===== src/rtl/display_console_writer_if.sv =====
// Display data/status handshake and frame-buffer write bus for the console writer.
interface display_console_writer_if #(
    parameter int unsigned COLS   = 80,
    parameter int unsigned ROWS   = 30,
    parameter int unsigned ADDR_W = 12
);
    localparam int unsigned ROW_W = $clog2(ROWS);
    localparam int unsigned COL_W = $clog2(COLS);

    logic              DDR_Load;
    logic [7:0]        DDR_Data;
    logic              DSR_Ready;
    logic              Overrun;
    logic              FB_WE;
    logic [ADDR_W-1:0] FB_Addr;
    logic [7:0]        FB_Data;
    logic [ROW_W-1:0]  Row_Offset;
    logic [ROW_W-1:0]  Cursor_Row;
    logic [COL_W-1:0]  Cursor_Col;

    modport master (
        output DDR_Load, DDR_Data,
        input  DSR_Ready, Overrun, FB_WE, FB_Addr, FB_Data, Row_Offset, Cursor_Row, Cursor_Col
    );

    modport slave (
        input  DDR_Load, DDR_Data,
        output DSR_Ready, Overrun, FB_WE, FB_Addr, FB_Data, Row_Offset, Cursor_Row, Cursor_Col
    );
endinterface


===== src/rtl/display_console_writer.sv =====
// Character-cell console writer: cursor, control characters, circular-offset scrolling
// and row clearing into a frame buffer, with a display-ready status handshake.
module display_console_writer #(
    parameter int unsigned COLS   = 80,
    parameter int unsigned ROWS   = 30,
    parameter int unsigned ADDR_W = 12
) (
    input  logic                      Clk,
    input  logic                      Reset,
    display_console_writer_if.slave   bus
);
    localparam int unsigned ROW_W = $clog2(ROWS);
    localparam int unsigned COL_W = $clog2(COLS);
    localparam int unsigned SUM_W = ROW_W + 1;
    localparam int unsigned CNT_W = ADDR_W + 1;

    localparam logic [CNT_W-1:0] CELLS     = CNT_W'(COLS * ROWS);
    localparam logic [CNT_W-1:0] ROW_CELLS = CNT_W'(COLS);
    localparam logic [ROW_W-1:0] LAST_ROW  = ROW_W'(ROWS - 1);
    localparam logic [COL_W-1:0] LAST_COL  = COL_W'(COLS - 1);
    localparam logic [SUM_W-1:0] ROWS_SUM  = SUM_W'(ROWS);

    localparam logic [7:0] CH_SPACE = 8'h20;
    localparam logic [7:0] CH_LF    = 8'h0A;
    localparam logic [7:0] CH_CR    = 8'h0D;
    localparam logic [7:0] CH_BS    = 8'h08;

    typedef enum logic [1:0] {CLR_ALL, IDLE, EXEC, CLR_ROW} state_t;

    state_t           state;
    logic [7:0]       char_q;
    logic [CNT_W-1:0] clr_cnt;

    logic [SUM_W-1:0] row_sum_c;
    logic [ROW_W-1:0] phys_row_c;
    logic             advance_c;

    function automatic logic is_print(input logic [7:0] c);
        return (c >= 8'h20) && (c <= 8'h7E);
    endfunction

    function automatic logic [ADDR_W-1:0] cell_addr(input logic [ROW_W-1:0] prow,
                                                    input logic [COL_W-1:0] col);
        return ADDR_W'(prow) * ADDR_W'(COLS) + ADDR_W'(col);
    endfunction

    // Logical cursor row to physical row: widened sum, one conditional subtract
    always_comb begin
        row_sum_c  = {1'b0, bus.Row_Offset} + {1'b0, bus.Cursor_Row};
        phys_row_c = (row_sum_c >= ROWS_SUM) ? ROW_W'(row_sum_c - ROWS_SUM) : ROW_W'(row_sum_c);
        advance_c  = (is_print(char_q) && (bus.Cursor_Col == LAST_COL)) || (char_q == CH_LF);
    end

    // Cell writes are registered on the accepting edge so they appear during EXEC
    always_ff @(posedge Clk) begin
        if (Reset) begin
            state          <= CLR_ALL;
            char_q         <= CH_SPACE;
            clr_cnt        <= '0;
            bus.DSR_Ready  <= 1'b0;
            bus.Overrun    <= 1'b0;
            bus.FB_WE      <= 1'b0;
            bus.FB_Addr    <= '0;
            bus.FB_Data    <= CH_SPACE;
            bus.Row_Offset <= '0;
            bus.Cursor_Row <= '0;
            bus.Cursor_Col <= '0;
        end else begin
            if (bus.DDR_Load && (state != IDLE)) begin
                bus.Overrun <= 1'b1;
            end
            case (state)
                CLR_ALL: begin
                    if (clr_cnt == CELLS) begin
                        bus.FB_WE     <= 1'b0;
                        bus.DSR_Ready <= 1'b1;
                        state         <= IDLE;
                    end else begin
                        bus.FB_WE   <= 1'b1;
                        bus.FB_Addr <= ADDR_W'(clr_cnt);
                        bus.FB_Data <= CH_SPACE;
                        clr_cnt     <= clr_cnt + CNT_W'(1);
                    end
                end
                IDLE: begin
                    bus.FB_WE <= 1'b0;
                    if (bus.DDR_Load) begin
                        char_q        <= bus.DDR_Data;
                        bus.DSR_Ready <= 1'b0;
                        state         <= EXEC;
                        if (is_print(bus.DDR_Data)) begin
                            bus.FB_WE   <= 1'b1;
                            bus.FB_Addr <= cell_addr(phys_row_c, bus.Cursor_Col);
                            bus.FB_Data <= bus.DDR_Data;
                        end else if ((bus.DDR_Data == CH_BS) && (bus.Cursor_Col != '0)) begin
                            bus.FB_WE   <= 1'b1;
                            bus.FB_Addr <= cell_addr(phys_row_c, bus.Cursor_Col - COL_W'(1));
                            bus.FB_Data <= CH_SPACE;
                        end
                    end
                end
                EXEC: begin
                    bus.FB_WE     <= 1'b0;
                    bus.DSR_Ready <= 1'b1;
                    state         <= IDLE;
                    if (is_print(char_q)) begin
                        bus.Cursor_Col <= (bus.Cursor_Col == LAST_COL) ? '0 : bus.Cursor_Col + COL_W'(1);
                    end else if ((char_q == CH_LF) || (char_q == CH_CR)) begin
                        bus.Cursor_Col <= '0;
                    end else if ((char_q == CH_BS) && (bus.Cursor_Col != '0)) begin
                        bus.Cursor_Col <= bus.Cursor_Col - COL_W'(1);
                    end
                    if (advance_c) begin
                        if (bus.Cursor_Row != LAST_ROW) begin
                            bus.Cursor_Row <= bus.Cursor_Row + ROW_W'(1);
                        end else begin
                            // Old top row becomes the new bottom row; start clearing it now
                            bus.Row_Offset <= (bus.Row_Offset == LAST_ROW) ? '0 : bus.Row_Offset + ROW_W'(1);
                            bus.DSR_Ready  <= 1'b0;
                            bus.FB_WE      <= 1'b1;
                            bus.FB_Addr    <= cell_addr(bus.Row_Offset, COL_W'(0));
                            bus.FB_Data    <= CH_SPACE;
                            clr_cnt        <= CNT_W'(1);
                            state          <= CLR_ROW;
                        end
                    end
                end
                CLR_ROW: begin
                    if (clr_cnt == ROW_CELLS) begin
                        bus.FB_WE     <= 1'b0;
                        bus.DSR_Ready <= 1'b1;
                        state         <= IDLE;
                    end else begin
                        bus.FB_Addr <= bus.FB_Addr + ADDR_W'(1);
                        clr_cnt     <= clr_cnt + CNT_W'(1);
                    end
                end
                default: state <= CLR_ALL;
            endcase
        end
    end
endmodule

===== src/flat_wrapper.sv =====
// flat-port wrapper written by rule: the top's interface ports become plain ports
module display_console_writer_flat 
#(
    parameter int unsigned COLS   = 80,
    parameter int unsigned ROWS   = 30,
    parameter int unsigned ADDR_W = 12
)
  (Clk, Reset, bus_DDR_Load, bus_DDR_Data, bus_DSR_Ready, bus_Overrun, bus_FB_WE, bus_FB_Addr, bus_FB_Data, bus_Row_Offset, bus_Cursor_Row, bus_Cursor_Col);
  display_console_writer_if #(.COLS(COLS), .ROWS(ROWS), .ADDR_W(ADDR_W)) bus_i ();
  input  logic Clk;
  input  logic Reset;
  input wire logic [$bits(bus_i.DDR_Load)-1:0] bus_DDR_Load;
  input wire logic [$bits(bus_i.DDR_Data)-1:0] bus_DDR_Data;
  output wire logic [$bits(bus_i.DSR_Ready)-1:0] bus_DSR_Ready;
  output wire logic [$bits(bus_i.Overrun)-1:0] bus_Overrun;
  output wire logic [$bits(bus_i.FB_WE)-1:0] bus_FB_WE;
  output wire logic [$bits(bus_i.FB_Addr)-1:0] bus_FB_Addr;
  output wire logic [$bits(bus_i.FB_Data)-1:0] bus_FB_Data;
  output wire logic [$bits(bus_i.Row_Offset)-1:0] bus_Row_Offset;
  output wire logic [$bits(bus_i.Cursor_Row)-1:0] bus_Cursor_Row;
  output wire logic [$bits(bus_i.Cursor_Col)-1:0] bus_Cursor_Col;
  assign bus_i.DDR_Load = bus_DDR_Load;
  assign bus_i.DDR_Data = bus_DDR_Data;
  assign bus_DSR_Ready = bus_i.DSR_Ready;
  assign bus_Overrun = bus_i.Overrun;
  assign bus_FB_WE = bus_i.FB_WE;
  assign bus_FB_Addr = bus_i.FB_Addr;
  assign bus_FB_Data = bus_i.FB_Data;
  assign bus_Row_Offset = bus_i.Row_Offset;
  assign bus_Cursor_Row = bus_i.Cursor_Row;
  assign bus_Cursor_Col = bus_i.Cursor_Col;
  display_console_writer #(.COLS(COLS), .ROWS(ROWS), .ADDR_W(ADDR_W)) u_core (.Clk(Clk), .Reset(Reset), .bus(bus_i));
endmodule

===== config.mk =====
export PLATFORM = sky130hd
export DESIGN_NAME = display_console_writer_flat
export DESIGN_NICKNAME = d
export VERILOG_FILES = /design/src/rtl/display_console_writer_if.sv /design/src/rtl/display_console_writer.sv /design/src/flat_wrapper.sv
export SDC_FILE = /design/constraint.sdc
export NUM_CORES = 1
export LEC_CHECK = 0
export BUFFER_PORTS_ARGS = -buffer_cell sky130_fd_sc_hd__buf_4
export CORE_ASPECT_RATIO = 1.4
export CORE_MARGIN = 8
export CORE_UTILIZATION = 60
export CTS_CLUSTER_SIZE = 40
export DETAILED_ROUTE_END_ITERATION = 16
export PLACE_DENSITY = 0.81
export SYNTH_ARGS = -nofsm -noshare
export SYNTH_HDL_FRONTEND = slang
export SYNTH_SLANG_ARGS = --single-unit
export TNS_END_PERCENT = 20

===== constraint.sdc =====
create_clock -name Clk -period 6.6 [get_ports Clk]
set_clock_uncertainty 0.2 [all_clocks]
set_input_delay 0.99 -clock Clk [delete_from_list [all_inputs] [get_ports Clk]]
set_output_delay 0.99 -clock Clk [all_outputs]
set_load 0.05 [all_outputs]

Word-level counts from Yosys, hierarchy flattened

Cells that the tools add are included.

$add $sub $neg: 10
Multipliers: 2
Div/mod/pow operators: 0
$lt $le $gt $ge: 5
Equal/unequal tests: 21
Shift-type cells: 0
Multiplexer cells: 46
Bitwise logic cells: 1
Reduce and logical (&&, ||, !) cells: 21

Operators with widths:

| operator                                                               | number |
|---|---|
| 12-bit two-way mux                                                     | 7 |
| 13-bit two-way mux                                                     | 4 |
| 8-bit two-way mux                                                      | 6 |
| 12-bit case mux with 4 select lines                                    | 1 |
| 13-bit case mux with 3 select lines                                    | 1 |
| 8-bit by 4-bit == test with 1-bit output (second input constant)       | 4 |
| 7-bit two-way mux                                                      | 4 |
| 12-bit by 7-bit adder with 12-bit output                               | 2 |
| 8-bit case mux with 3 select lines                                     | 1 |
| 8-bit by 6-bit >= comparator with 1-bit output (second input constant) | 2 |
| 8-bit by 7-bit <= comparator with 1-bit output (second input constant) | 2 |
| 5-bit by 3-bit multiplier with 8-bit output (second input constant)    | 2 |
| 13-bit by 1-bit adder with 13-bit output (second input constant)       | 1 |
| 13-bit by 12-bit == test with 1-bit output (second input constant)     | 1 |
| 13-bit by 7-bit == test with 1-bit output (second input constant)      | 1 |
| 12-bit by 1-bit adder with 12-bit output (second input constant)       | 1 |
| 1-bit two-way mux                                                      | 12 |
| 6-bit AND reduction                                                    | 2 |
| 5-bit by 1-bit adder with 5-bit output (second input constant)         | 2 |
| 2-bit two-way mux                                                      | 5 |
| 5-bit two-way mux                                                      | 2 |
| 3-bit AND reduction                                                    | 3 |
| 3-bit nonzero test                                                     | 3 |
| 2-bit by 1-bit != test with 1-bit output (second input constant)       | 4 |
| other kinds (21)                                                       | 33 |

Flip-flop bits (word level): 63
Latch bits: 0
RAM bits: 0
Bits in read-only memories: 0
Bits of input ports: 11
Memories: 0

Logic depth before layout (Yosys ltp)

Word-level depth: 9
Mapped depth: 18

Worst setup path before layout

OpenSTA, ideal clock, no wires.

Path kind: reg-to-reg
From: register u_core.bus.Row_Offset[0]
To: register u_core.bus.FB_Addr[10]
Data arrival time: 4.692 ns
Data required time: 6.314 ns
Setup slack: 1.622 ns
Stages on the path, launching flop included: 17
Buffers on the path: 0
Clock period less this slack: 4.978 ns
Cells stage by stage: dfxtp_1 -> ha_1 -> fa_1 -> and2_1 -> a311o_1 -> a211oi_1 -> mux2i_1 -> inv_1 -> ha_1 -> ha_1 -> inv_1 -> fa_1 -> nor4b_1 -> xnor2_1 -> and2_1 -> mux2i_1 -> a211oi_1

Word-level cells in the longest chain between the ends: 9
Elaborated cells on any way between the ends: 14
Those cells by class: add/sub (4); mul (2); order compare (1); mux (7)

Ends and longest elaborated chain:

| element                                                                                   | RTL line                        | source |
|---|---|---|
| start: declaration                                                                        | display_console_writer_if.sv:28 | `output DSR_Ready, Overrun, FB_WE, FB_Addr, FB_Data, Row_Offset, Cursor_Row, Cursor_Col` |
| start signal: assignment                                                                  | display_console_writer.sv:118   | `bus.Row_Offset <= (bus.Row_Offset == LAST_ROW) ? '0 : bus.Row_Offset + ROW_W'(1);` |
| 5-bit by 5-bit adder with 6-bit output                                                    | display_console_writer.sv:49    | `row_sum_c = {1'b0, bus.Row_Offset} + {1'b0, bus.Cursor_Row};` |
| 5-bit subtractor / 6-bit by 5-bit >= comparator with 1-bit output (equally long branches) | display_console_writer.sv:50    | `phys_row_c = (row_sum_c >= ROWS_SUM) ? ROW_W'(row_sum_c - ROWS_SUM) : ROW_W'(row_sum_c);` |
| 5-bit two-way mux                                                                         | display_console_writer.sv:50    |  |
| 5-bit by 3-bit multiplier with 8-bit output                                               | display_console_writer.sv:44    | `return ADDR_W'(prow) * ADDR_W'(COLS) + ADDR_W'(col);` |
| 12-bit by 7-bit adder with 12-bit output                                                  | display_console_writer.sv:44    |  |
| 12-bit two-way mux                                                                        | display_console_writer.sv:95    | `end else if ((bus.DDR_Data == CH_BS) && (bus.Cursor_Col != '0)) begin` |
| 12-bit two-way mux                                                                        | display_console_writer.sv:91    | `if (is_print(bus.DDR_Data)) begin` |
| 12-bit two-way mux                                                                        | display_console_writer.sv:87    | `if (bus.DDR_Load) begin` |
| 12-bit case mux with 4 select lines *                                                     | display_console_writer.sv:72    | `case (state)` |
| end signal: assignment                                                                    | display_console_writer.sv:80    | `bus.FB_Addr <= ADDR_W'(clr_cnt);` |
| end signal: assignment                                                                    | display_console_writer.sv:93    | `bus.FB_Addr <= cell_addr(phys_row_c, bus.Cursor_Col);` |
| end signal: assignment                                                                    | display_console_writer.sv:97    | `bus.FB_Addr <= cell_addr(phys_row_c, bus.Cursor_Col - COL_W'(1));` |
| end: declaration                                                                          | display_console_writer_if.sv:28 |  |

Every way passes the cells marked *; elsewhere a longest branch is shown, timed or not. The select of a mux whose other input is x is not followed.
A chain may end at the register's enable or synchronous reset.

Final worst setup path

Same ends and word-level chain as after synthesis.

==> results.md <==
Clock tree:
- The TritonCTS sink count is 63.
- The number of buffers inserted during clock tree synthesis is 9.
- The clock passes through at most 2 buffers.
- The post-CTS setup repair buffer count is 0.
- The H-tree depth reported by CTS is 3.
- Clock-pin slew was measured on the worst setup and hold paths at about 0.080 ns.
- After clock tree synthesis, the repair step resized 0 gates.
- The clock reaches the later pin of the worst-skew pair after about 0.35 ns.
- The count of hold-fix buffers inserted at cts is 0.
- The clock root buffer master is sky130_fd_sc_hd__clkbuf_8.
- TritonCTS built the clock tree.

Critical path:
- The arrival time of the worst setup path is a little over 5 ns.
- The endpoint kind of the worst setup timing path is a flop.
- The most frequent cell on the critical path is sky130_fd_sc_hd__ha_1.
- The count of buffer and inverter cells on the critical path is 2.
- The startpoint type of the worst setup path is a flop.
- Walking the worst path, the cells encountered are ha_1, fa_1, xor2_1, and2_1, a311o_1, a211oi_1, mux2i_1, inv_1, ha_1, ha_1, inv_1, fa_1, nor4b_1, xnor2_1, and2_1, mux2i_1, a211oi_1.
- Broken down by cell family, the worst path's largest delay share belongs to adder cells.
- The highest net fanout along the worst path is 8.
- The cell at the slowest stage of the critical path is sky130_fd_sc_hd__a211oi_1.
- The worst setup path is of the reg -> reg kind.
- The required time reported for the critical path endpoint is 6.66 ns.
- The largest incremental delay on the critical path is roughly 0.48 ns.

Final layout:
- The area of all placed cells without fillers is around 5200 um2.
- In the layout the commonest cells are sky130_fd_sc_hd__dfxtp_1 (63), sky130_fd_sc_hd__buf_4 (53), sky130_fd_sc_hd__a21oi_1 (48), sky130_fd_sc_hd__nand2_1 (48), sky130_fd_sc_hd__nor2_1 (42).
- Leaving out filler cells and counting taps, the final layout contains 706.
- The share of layout cells above drive strength 1 is a little over an eighth.
- The final standard cell utilization of the core is between 60% and 70%.
- From synthesis to final layout, the design area changed by 12.56%.
- The number of inserted diodes is 0.
- The number of nets in the layout is ~650.
- Leaving out fill and tap cells, the most frequent cell in the layout is sky130_fd_sc_hd__dfxtp_1.

STA:
- The shortest period the worst path allows is 5.119 ns.
- The final period utilization is between 70% and 80%.
- Setup repair after global routing left no endpoint under its margin.
- The fmax is a little under 200 MHz.
- Setup slack on the critical path of the routed design comes to 1.481 ns.
- The number of setup violations in the final report is 0.
- The number of max-slew violations in the final report is 0.
- In the final timing run, aggregate negative setup slack is 0 ns.
- At the pin with the least slew margin, the transition time is between 1 and 1.5 ns.
- In this run the tightest slew margin relative to its limit is roughly a quarter.
- The number of failing hold endpoints at the final stage is 0.
- Final hold analysis gives a worst-case slack of 0.2721 ns.

Logic synthesis:
- The proportion of netlist area held by the largest area contributor is 27.41%.
- The most used flip-flop cell after synthesis is sky130_fd_sc_hd__dfxtp_1.
- In this run the cell area of the synthesized design comes to approximately 4600 um2.
- Synthesis produced 563 cells.
- Yosys attributes the largest share of cell area to sky130_fd_sc_hd__dfxtp_1 (27%), sky130_fd_sc_hd__ha_1 (9.8%), sky130_fd_sc_hd__a21oi_1 (5.2%).
- When the netlist entered floorplanning its net count stood at ~610.
- For this run, the number of Yosys warnings is 0.
- In this run, synthesis produced a sequential element count of 63.
- Yosys mapped a number of flops with a built-in enable equal to 0.
- The post-synthesis average cell area is a little over 8 um2.
- The biggest area contributor in the post-synthesis netlist is sky130_fd_sc_hd__dfxtp_1.
- The register area share after synthesis is a little over a quarter.
- The share of synthesized registers carrying an async set or reset is 0%.
- The number of distinct library cell variants in the gate-level netlist after synthesis is 76.

Routing:
- The first TritonRoute pass finished after 5 iterations.
- The detailed-route wire length per cell is between 15 and 20 um.
- The routed via count divided by cell count is approximately 6.4.
- Across all layers, the routed design uses 4489 vias.
- The count of nets left with antenna violations after detail routing is 0.
- For this block, the initial DRC count from the detailed router was between 400 and 500.
- The DRC violation count after routing is 0.
- The total wirelength of the detailed-routed design is between 10000 and 15000 um.

Floorplanning:
- The floorplan core area is 7607 um2.
- For this configuration, the core starts out at a cell density of between 60% and 70%.
- The die span in x is 90.02 um.
- In this run the core area contains 38 standard-cell rows.
- In this run the vertical extent of the chip is between 100 and 150 um.
- The die area is ~11000 um2.
- In this run the count of I/O pins placed on the die edge is 51.

Place:
- After detailed placement, the total cell area comes to 5007 um2.
- Buffers placed on the I/O ports in this run total 50.
- The routability congestion estimate is roughly 0.94.
- The placed cell count is between 600 and 700.
- The worst slack at placement is around 1.5 ns.
- The placed wire-length estimate after detailed placement is 8952 um.

Power and ir drop:
- Summing internal, switching and leakage power gives about 940 uW.
- The cell area power density is between 150 and 200 nW/um2.
- The worst IR drop on VDD is 185.8 uV.
- The reported leakage power is ~2.1 nW.

Global routing:
- The initial antenna violation count is 0.
- The first-pass GRT wire length is around 21000 um.
- The total overflow reported by the global router is 0.
- Entering global routing, the biggest net connects 48 pins.
- The via count of the first global-routing pass is roughly 4200.
- Global routing consumed, over all layers together, between 20% and 30% of the routing resources.

Outcome:
- The flow ran to the end, and the final reports show no timing, DRC or antenna violations.

Flow run:
- The number of max-cap violations is 0.

Worst hold path:
- The worst hold path belongs to the class reg -> reg.
==> final timing paths <==
check	cells past startpoint	startpoint	endpoint	slack, ns
max	17	u_core.bus.Row_Offset[0]	u_core.bus.FB_Addr[10]	1.48
min	2	u_core.bus.DSR_Ready	u_core.bus.DSR_Ready	0.27
max reg2reg	17	u_core.bus.Row_Offset[0]	u_core.bus.FB_Addr[10]	1.48
min reg2reg	2	u_core.bus.DSR_Ready	u_core.bus.DSR_Ready	0.27
==> routing by layer <==
layer	vias to the layer above	part of all wire [%]	global-route usage (%)	wire, um
met5	-	0	0	0
met4	0	2.0	8.255	248
met3	31	6.0	4.375	743
met2	161	50	39.80	6168
met1	2130	42	26.47	5155
li1	2167	-	-	-
==> cell type report <==
class	instances	area, um2
Tap cell	100	125.1
Inverter	26	97.59
Fill cell	660	2427
Clock inverter	6	45.04
Timing Repair Buffer	53	397.9
Sequential cell	63	1261
Multi-Input combinational cell	448	3126
Clock buffer	10	127.6
==> synthesized netlist by cell type, types with 3 or more instances <==
master                      instances
sky130_fd_sc_hd__clkbuf_1          18
sky130_fd_sc_hd__o211ai_1           9
sky130_fd_sc_hd__o21a_1             3
sky130_fd_sc_hd__nor2b_1            7
sky130_fd_sc_hd__a21o_1             7
sky130_fd_sc_hd__mux2i_1            6
sky130_fd_sc_hd__and3_1             5
sky130_fd_sc_hd__nand2_1           48
sky130_fd_sc_hd__nor2_1            42
sky130_fd_sc_hd__nor4_1             3
sky130_fd_sc_hd__o21ai_0           21
sky130_fd_sc_hd__dfxtp_1           63
sky130_fd_sc_hd__and2_1             4
sky130_fd_sc_hd__xnor2_1           16
sky130_fd_sc_hd__nor3_1             8
sky130_fd_sc_hd__inv_1             24
sky130_fd_sc_hd__a21oi_1           48
sky130_fd_sc_hd__or4_1              5
sky130_fd_sc_hd__ha_1              36
sky130_fd_sc_hd__nand2b_1          11
sky130_fd_sc_hd__a221o_1            3
sky130_fd_sc_hd__nor3b_1            3
sky130_fd_sc_hd__nand3_1           23
sky130_fd_sc_hd__or3_1              9
sky130_fd_sc_hd__o22ai_1            6
sky130_fd_sc_hd__o2111ai_1          4
sky130_fd_sc_hd__xor2_1            21
sky130_fd_sc_hd__fa_1               4
sky130_fd_sc_hd__o31ai_1            6
sky130_fd_sc_hd__nand4_1           18
sky130_fd_sc_hd__nor4b_1            5
sky130_fd_sc_hd__a221oi_1           6
sky130_fd_sc_hd__a211oi_1          14
sky130_fd_sc_hd__and4_1             3
==> power by group <==
part	leakage [nW]	switching (mW)	internal (mW)
combinational	1.48	0.136	0.0682
sequential	0.510	0.0275	0.398
clock	0.0910	0.169	0.139
total	2.08	0.333	0.605
==> registers in the layout (all words and copies together), names as in the netlist, 2 cells and up <==
register and flops:
u_core.clr_cnt 13, u_core.bus.FB_Addr 12, u_core.bus.FB_Data 8, u_core.char_q 8
u_core.bus.Cursor_Col 7, u_core.bus.Cursor_Row 5, u_core.bus.Row_Offset 5, u_core.state 2
==> worst reg2reg max path, cell delays in order (launching register included) <==
cell and delay [ns]:
sky130_fd_sc_hd__dfxtp_1 0.41, sky130_fd_sc_hd__ha_1 0.27, sky130_fd_sc_hd__fa_1 0.40, sky130_fd_sc_hd__xor2_1 0.23, sky130_fd_sc_hd__and2_1 0.22, sky130_fd_sc_hd__a311o_1 0.31
sky130_fd_sc_hd__a211oi_1 0.48, sky130_fd_sc_hd__mux2i_1 0.48, sky130_fd_sc_hd__inv_1 0.10, sky130_fd_sc_hd__ha_1 0.20, sky130_fd_sc_hd__ha_1 0.20, sky130_fd_sc_hd__inv_1 0.07
sky130_fd_sc_hd__fa_1 0.46, sky130_fd_sc_hd__nor4b_1 0.37, sky130_fd_sc_hd__xnor2_1 0.18, sky130_fd_sc_hd__and2_1 0.15, sky130_fd_sc_hd__mux2i_1 0.06, sky130_fd_sc_hd__a211oi_1 0.25
==> cell families (layout without fill, tap and decap cells) <==
group / Yosys count / after routing / synth area share [%]
compound gates: 157 / 157 / 23.49
xor+xnor: 37 / 37 / 7.042
fa+ha+maj: 40 / 40 / 11.53
buf+inv: 52 / 95 / 4.676
flops: 63 / 63 / 27.41
mux: 7 / 7 / 1.550
simple gates: 207 / 207 / 24.31
Power figures use the tool's default switching activity.
